--- src/rtl/clk_div_prog.sv ---
// Multi-channel programmable clock divider with glitch-free, period-boundary config apply.
// Optional CLK_DIV_SYNC_EN adds a sync_in strobe that phase-aligns all enabled channels.
module clk_div_prog #(
  parameter int unsigned NUM_CH   = 2,
  parameter int unsigned CH_W     = 1,
  parameter int unsigned CNT_W    = 8,
  parameter int unsigned DEF_DIV  = 4,
  parameter int unsigned DEF_HIGH = 2
) (
  input  logic              clk,
  input  logic              rst,
  input  logic [NUM_CH-1:0] ch_en,
  input  logic              cfg_wr,
  input  logic [CH_W-1:0]   cfg_ch,
  input  logic [CNT_W-1:0]  cfg_div,
  input  logic [CNT_W-1:0]  cfg_high,
`ifdef CLK_DIV_SYNC_EN
  input  logic              sync_in,
`endif
  output logic              cfg_err,
  output logic [NUM_CH-1:0] clk_out,
  output logic [NUM_CH-1:0] ch_tick
);

  logic [CNT_W-1:0]  cnt_q    [NUM_CH];
  logic [CNT_W-1:0]  cnt_d    [NUM_CH];
  logic [CNT_W-1:0]  div_a_q  [NUM_CH];
  logic [CNT_W-1:0]  div_a_d  [NUM_CH];
  logic [CNT_W-1:0]  high_a_q [NUM_CH];
  logic [CNT_W-1:0]  high_a_d [NUM_CH];
  logic [CNT_W-1:0]  div_p_q  [NUM_CH];
  logic [CNT_W-1:0]  div_p_d  [NUM_CH];
  logic [CNT_W-1:0]  high_p_q [NUM_CH];
  logic [CNT_W-1:0]  high_p_d [NUM_CH];
  logic [NUM_CH-1:0] pend_q, pend_d;
  logic [NUM_CH-1:0] en_q, en_d;
  logic [NUM_CH-1:0] clk_out_q, clk_out_d;
  logic [NUM_CH-1:0] tick_q, tick_d;
  logic              err_q, err_d;
  logic              cfg_legal_c;
  logic              sync_c;

`ifdef CLK_DIV_SYNC_EN
  assign sync_c = sync_in;
`else
  assign sync_c = 1'b0;
`endif

  assign cfg_legal_c = (cfg_div >= CNT_W'(2)) && (cfg_high >= CNT_W'(1)) &&
                       (cfg_high < cfg_div) && (32'(cfg_ch) < 32'(NUM_CH));

  // Next-state: pending apply at wrap/restart/disable, then a new write lands in pending
  always_comb begin
    err_d = cfg_wr && !cfg_legal_c;
    en_d  = ch_en;
    for (int i = 0; i < NUM_CH; i++) begin
      cnt_d[i]     = cnt_q[i];
      div_a_d[i]   = div_a_q[i];
      high_a_d[i]  = high_a_q[i];
      div_p_d[i]   = div_p_q[i];
      high_p_d[i]  = high_p_q[i];
      pend_d[i]    = pend_q[i];
      clk_out_d[i] = clk_out_q[i];
      tick_d[i]    = tick_q[i];

      if (!ch_en[i]) begin
        if (pend_q[i]) begin
          div_a_d[i]  = div_p_q[i];
          high_a_d[i] = high_p_q[i];
          pend_d[i]   = 1'b0;
        end
        cnt_d[i]     = '0;
        clk_out_d[i] = 1'b0;
        tick_d[i]    = 1'b0;
      end else if (!en_q[i] || sync_c || (cnt_q[i] == CNT_W'(div_a_q[i] - CNT_W'(1)))) begin
        // Period boundary: high time is always >= 1, so the new period starts high
        if (pend_q[i]) begin
          div_a_d[i]  = div_p_q[i];
          high_a_d[i] = high_p_q[i];
          pend_d[i]   = 1'b0;
        end
        cnt_d[i]     = '0;
        clk_out_d[i] = 1'b1;
        tick_d[i]    = 1'b1;
      end else begin
        cnt_d[i]     = CNT_W'(cnt_q[i] + CNT_W'(1));
        clk_out_d[i] = (CNT_W'(cnt_q[i] + CNT_W'(1)) < high_a_q[i]);
        tick_d[i]    = 1'b0;
      end

      if (cfg_wr && cfg_legal_c && (cfg_ch == CH_W'(i))) begin
        div_p_d[i]  = cfg_div;
        high_p_d[i] = cfg_high;
        pend_d[i]   = 1'b1;
      end
    end
  end

  always_ff @(posedge clk) begin
    if (rst) begin
      for (int i = 0; i < NUM_CH; i++) begin
        cnt_q[i]    <= '0;
        div_a_q[i]  <= CNT_W'(DEF_DIV);
        high_a_q[i] <= CNT_W'(DEF_HIGH);
        div_p_q[i]  <= CNT_W'(DEF_DIV);
        high_p_q[i] <= CNT_W'(DEF_HIGH);
      end
      pend_q    <= '0;
      en_q      <= '0;
      clk_out_q <= '0;
      tick_q    <= '0;
      err_q     <= 1'b0;
    end else begin
      for (int i = 0; i < NUM_CH; i++) begin
        cnt_q[i]    <= cnt_d[i];
        div_a_q[i]  <= div_a_d[i];
        high_a_q[i] <= high_a_d[i];
        div_p_q[i]  <= div_p_d[i];
        high_p_q[i] <= high_p_d[i];
      end
      pend_q    <= pend_d;
      en_q      <= en_d;
      clk_out_q <= clk_out_d;
      tick_q    <= tick_d;
      err_q     <= err_d;
    end
  end

  assign cfg_err = err_q;
  assign clk_out = clk_out_q;
  assign ch_tick = tick_q;

endmodule

--- config.mk ---
export PLATFORM = sky130hd
export DESIGN_NAME = clk_div_prog
export DESIGN_NICKNAME = d
export VERILOG_FILES = /design/src/rtl/clk_div_prog.sv
export SDC_FILE = /design/constraint.sdc
export NUM_CORES = 1
export LEC_CHECK = 0
export ABC_CLOCK_PERIOD_IN_PS = 2800
export CELL_PAD_IN_SITES_DETAIL_PLACEMENT = 0
export CELL_PAD_IN_SITES_GLOBAL_PLACEMENT = 2
export CORE_MARGIN = 8
export CORE_UTILIZATION = 30
export DETAILED_ROUTE_END_ITERATION = 8
export PLACE_DENSITY = 0.74
export REMOVE_ABC_BUFFERS = 1
export SLEW_MARGIN = 15
export SYNTH_ARGS = -nofsm -noshare
export SYNTH_HDL_FRONTEND = slang
export SYNTH_SLANG_ARGS = --single-unit
export TNS_END_PERCENT = 20
--- constraint.sdc ---
create_clock -name clk -period 2.8 [get_ports clk]
set_input_delay 0.28 -clock clk [delete_from_list [all_inputs] [get_ports clk]]
set_output_delay 0.28 -clock clk [all_outputs]
set_load 0.01 [all_outputs]
==> flow_summary.yaml, run 1 <==
run_status:
  status: "completed"
setup_path:
  reg2reg_depth: 10
  critPathKind: "flip-flop to flip-flop"
  crit_arrival_ns: 2.68
  worstPathMaxFanout: 18
  worstSetupStartpointType: "flip-flop"
  cp.required_ns: 3.00
  worstSetupEndpointType: "flip-flop"
clock_tree:
  cts_resized: 0
  cts_setup_buffers: 0
  cts_root_buf: "clkbuf_16"
  holdBufCountCts: 0
  cts_tree: "done"
  clk_pin_slew_ns: 0.06
  cts.sinks: 89
  numCtsBuffers: 9
  htreeDepth: 3
  clockBufferDepth: 2
  clk_latency_ns: 0.33
timing:
  period_needed_ns: 2.48
  worst_pin_slew_ns: 0.672
  clock_skew_ns: 0.00392
  fmax_mhz: 404
  slew_headroom: 0.551
  drv_slew: 0
  grt_setup_unrepaired: "false"
  setup_tns_ns: 0
  timing.final.hold_violations: 0
  min_period_over_period: 0.885
  setup_viol: 0
route:
  wirelength_mm: 9.31
  drc: 0
  drt-vias-per-instance: 4.66
  drtAntennaViolNets: 0
  drtIter0Drc: 177
  top_layer: "met4"
  vias: 3101
  drt_pass1_iterations: 4
  routed-wl-met3_um: 294
  routedWlPerCell_um: 14.0
  wl_met2_mm: 3.95
  wl_met1_mm: 4.87
floorplanning:
  die_x_um: 135
  die_y_um: 135
  rows: 43
  core_area_um2: 13800
  start_util: 0.307
  die_area_um2: 18200
  io-pin-count: 27
synthesis:
  async_flop_share: 0
  syn_area_um2: 4240
  syn_inst: 456
  synth_top_area_frac: 0.420
  ys.flop_type: "dfxtp_1"
  yosys-top-cells-area: "dfxtp_1 42%, mux2i_1 14%, ha_1 7.4%"
  yosys_register_bits: 89
  postSynthAreaPerCell_um2: 9.30
  synth.distinct_cells: 49
  ys.warnings.count: 0
  synth_edf_count: 0
  ys_seq_area_frac: 0.420
  synth_top_area_cell: "dfxtp_1"
final_layout:
  mostFrequentLayoutCell: "dfxtp_1"
  final_cell_mix: "89 x dfxtp_1, 75 x nor2_1, 59 x mux2i_1, 30 x inv_1"
  final_nets: 528
  drive_above_1_share: 0.0577
  fin_cells: 665
  multi_input_area_um2: 2230
  fillCellCount: 1394
  ff_latch_area_um2: 1780
  syn_to_final_growth_pct: 18.4
  diodes: 0
placement:
  gp_congestion: 0.760
  dp_cells: 650
  io_buffers: 26
  dp.final_hpwl_mm: 7.01
power_and_ir_drop:
  p_per_area_nw_per_um2: 561
  peakVddDrop_uv: 226
  cellLeakagePower_nw: 2.19
  finalPower_mw: 2.82
worst_hold_path:
  hold_path_depth: 4
  min_path_type: "primary input to flip-flop"
global_routing:
  grt_pass1_wl_mm: 15.7
  antenna_found_initial: 0
  grt_start_max_net_pins: 61
  grt-ovfl-total: 0
  grt_usage: 0.109
  grt_pass1_vias: 3065
job:
  cap_viol_max_count: 0
-- power breakdown --
group          switching, mW  total, mW  internal (mW)
logic                  0.123      0.235          0.112
registers             0.0199       1.32           1.30
clock network          0.461       1.26          0.800
-- worst max-delay path: stages (launching register included) --
cell and delay, ns:
dfxtp_1 0.44, inv_1 0.08, ha_1 0.30, o21ba_2 0.23, a221oi_1 0.28, a41oi_1 0.08, nor3_1 0.28, a31o_1 0.23
buf_12 0.18, mux2i_1 0.20, nor2_1 0.05
-- worst paths after layout --
path | from | endpoint | slack, ns
min reg2reg | high_p_q[0][9] | high_p_q[0][9] | 0.48
min | rst | high_p_q[0][9] | 0.36
max | div_a_q[0][8] | high_a_q[0][15] | 0.32
max reg2reg | div_a_q[0][8] | high_a_q[0][15] | 0.32
-- final cells by class --
| type | instances | share of cell area |
|---|---|---|
| clock buffer | 12 | 0.0491 |
| inverter | 32 | 0.0239 |
| clock inverter | 3 | 0.0130 |
| tap | 180 | 0.0448 |
| timing repair buffer | 34 | 0.0703 |
| sequential | 89 | 0.355 |
| multi-input combinational | 315 | 0.444 |
-- per-stage QoR --
stage | cell area, um2 | hold WS [ns] | setup WS (ns) | util
2_1_floorplan | 4110 | 0.349 | -0.117 | -
3_3_place_gp | 4710 | 0.463 | 0.165 | 0.341
3_5_place_dp | 4710 | 0.468 | 0.177 | 0.341
4_1_cts | 5020 | 0.350 | 0.295 | 0.363
5_1_grt | 5020 | 0.373 | 0.0141 | 0.363
6_report | 5020 | 0.363 | 0.322 | 0.363
-- sequential cells by signal, summed over array words and instances, names as in the netlist --
name      count
cfg_err       1
ch_tick       2
clk_out       2
cnt_q        16
div_a_q      16
div_p_q      16
en_q          2
high_a_q     16
high_p_q     16
pend_q        2
-- synth_stat cells, drive strengths merged, types with 2 or more instances --
cell type	count
inv	30
nand4	3
o21ai	8
dfxtp	89
mux2i	59
a31oi	2
o2111ai	3
a211oi	2
o211ai	4
a21oi	9
ha	25
or4	2
xnor2	18
a21o	3
nand2	23
o22ai	3
nand2b	3
nor2	75
nor3	4
nand3	11
nor2b	3
nor4	6
clkinv	2
xor2	15
clkbuf	10
buf	10
and3	18
-- per-layer routing --
layer / vias up / GRT usage
met4: 0 / 0.0599
met3: 12 / 0.0167
met2: 43 / 0.158
met1: 1439 / 0.151
li1: 1607 / -
met5: - / 0
-- logic make-up after synthesis --
kind of cell               after synthesis  synth area share
buffers and inverters                   52            0.0581
and+or+nand+nor                        152             0.164
AOI/OAI and AO/OA                       46            0.0764
xor gates and xnor gates                33            0.0682
DFF                                     89             0.420
muxes                                   59             0.139
adders and majority gates               25            0.0738
No activity file was read; power rests on OpenSTA's default activity.
==> run 2: changes to the inputs <==
--- a/config.mk
+++ b/config.mk
@@ -5,7 +5,7 @@
 export SDC_FILE = /design/constraint.sdc
 export NUM_CORES = 1
 export LEC_CHECK = 0
-export ABC_CLOCK_PERIOD_IN_PS = 2800
+export ABC_CLOCK_PERIOD_IN_PS = 3200
 export CELL_PAD_IN_SITES_DETAIL_PLACEMENT = 0
 export CELL_PAD_IN_SITES_GLOBAL_PLACEMENT = 2
 export CORE_MARGIN = 8
==> constraint.sdc (replaced) <==
create_clock -name clk -period 3.2 [get_ports clk]
set_input_delay 0.32 -clock clk [delete_from_list [all_inputs] [get_ports clk]]
set_output_delay 0.32 -clock clk [all_outputs]
set_load 0.01 [all_outputs]
==> flow_summary.yaml, run 2 (same netlist as run 1, synthesis figures left out) <==
timing:
  period_needed_ns: 2.67
  slew_headroom: 0.565
  min_period_over_period: 0.834
  fmax_mhz: 375
  setup_viol: 0
  timing.final.hold_violations: 0
  setup_tns_ns: 0
  drv_slew: 0
  worst_pin_slew_ns: 0.652
  clock_skew_ns: 0.00494
  grt_setup_unrepaired: "false"
power_and_ir_drop:
  p_per_area_nw_per_um2: 496
  peakVddDrop_uv: 217
  cellLeakagePower_nw: 2.17
route:
  routedWlPerCell_um: 14.5
  drtIter0Drc: 157
  drtAntennaViolNets: 0
  drt_pass1_iterations: 4
  wirelength_mm: 9.64
  drc: 0
  vias: 3124
  drt-vias-per-instance: 4.70
final_layout:
  drive_above_1_share: 0.0598
  mostFrequentLayoutCell: "dfxtp_1"
  postLayoutCoreUtil: 0.360
  final_nets: 527
  diodes: 0
  design_area_um2: 4980
  final_cell_mix: "89 x dfxtp_1, 75 x nor2_1, 59 x mux2i_1, 30 x inv_1"
  syn_to_final_growth_pct: 17.4
setup_path:
  worstPathMaxFanout: 18
  worstPathCellList: "inv_1, ha_1, o21ba_2, a221oi_1, a41oi_1, nor3_1, a31o_1, buf_4, mux2i_1, nor2_1"
  critPathKind: "flip-flop to flip-flop"
  critPathSlowestCell: "dfxtp_1"
  slowest_delay_ns: 0.44
  worstSetupStartpointType: "flip-flop"
  cp.required_ns: 3.40
  worstSetupEndpointType: "flip-flop"
  crit_arrival_ns: 2.87
placement:
  dp.final_hpwl_mm: 7.19
  gp_congestion: 0.764
  placed_cell_area_um2: 4670
  io_buffers: 26
global_routing:
  grt_start_max_net_pins: 61
  grt_usage: 0.111
  grt_pass1_vias: 3120
  antenna_found_initial: 0
  grt_pass1_wl_mm: 16.1
  grt-ovfl-total: 0
clock_tree:
  cts_resized: 0
  holdBufCountCts: 0
  cts_root_buf: "clkbuf_16"
  numCtsBuffers: 9
  clockBufferDepth: 2
  cts_tree: "done"
  clk_pin_slew_ns: 0.06
  cts_setup_buffers: 0
  cts.sinks: 89
  htreeDepth: 3
  clk_latency_ns: 0.34
worst_hold_path:
  min_path_type: "primary input to flip-flop"
floorplanning:
  core_area_um2: 13800
  die_x_um: 135
  die_area_um2: 18200
  io-pin-count: 27
  start_util: 0.307
  die_y_um: 135
  rows: 43
job:
  cap_viol_max_count: 0
run_status:
  status: "completed"
==> run 2: changes by cell type in the layout (fill, tap and decap cells not counted), sizes merged <==
cell	change
buf	-1
clkbuf	-2
clkinvlp	+1
clkinv	+2
==> run 2: where the power goes <==
| part | internal (mW) | switching, mW |
|---|---|---|
| Clock | 0.680 | 0.433 |
| Sequential | 1.14 | 0.0175 |
| Combinational | 0.0919 | 0.108 |
==> run 2: critical path: cells and delay by family, from the launching register on <==
| kind | cells | cell delay [ns] |
|---|---|---|
| AO/OA/AOI/OAI | 4 | 0.83 |
| flip-flops | 1 | 0.44 |
| AND/OR/NAND/NOR | 2 | 0.37 |
| buffers and inverters | 2 | 0.35 |
| adder cells (fa/ha/maj) | 1 | 0.31 |
| multiplexers | 1 | 0.23 |
==> run 2: final timing paths <==
kind / from / end / slack (ns) / depth (start not counted)
min reg2reg: pend_q[0] / pend_q[0] / 0.48 / 2
max: div_a_q[0][8] / high_a_q[0][15] / 0.53 / 10
max reg2reg: div_a_q[0][8] / high_a_q[0][15] / 0.53 / 10
min: rst / div_a_q[0][2] / 0.40 / 4
==> run 2: layout make-up <==
cell class	count	area, um2
fill	1393	8850
multi-input combinational	315	2230
sequential	89	1780
timing repair buffer	33	308
clock buffer	10	229
tap	180	225
inverter	32	120
clock inverter	6	82.6
==> run 2: per-layer routing <==
layer / routed length [um] / GRT usage / vias to the layer above / part of all wire
li1: - / - / 1608 / -
met1: 4990 / 0.151 / 1464 / 0.52
met2: 4220 / 0.167 / 40 / 0.44
met3: 261 / 0.0175 / 12 / 0.027
met4: 169 / 0.0505 / 0 / 0.018
met5: 0 / 0 / - / 0
==> run 2: stage by stage <==
step	worst slack (ns)	instances	total power [mW]	hold slack [ns]
finish	0.530	665	2.47	0.400
global route	0.249	665	2.57	0.417
CTS	0.535	665	2.50	0.400
detailed placement	0.485	649	1.38	0.472
global placement	0.507	649	1.38	0.463
floorplan	0.283	436	1.29	0.389
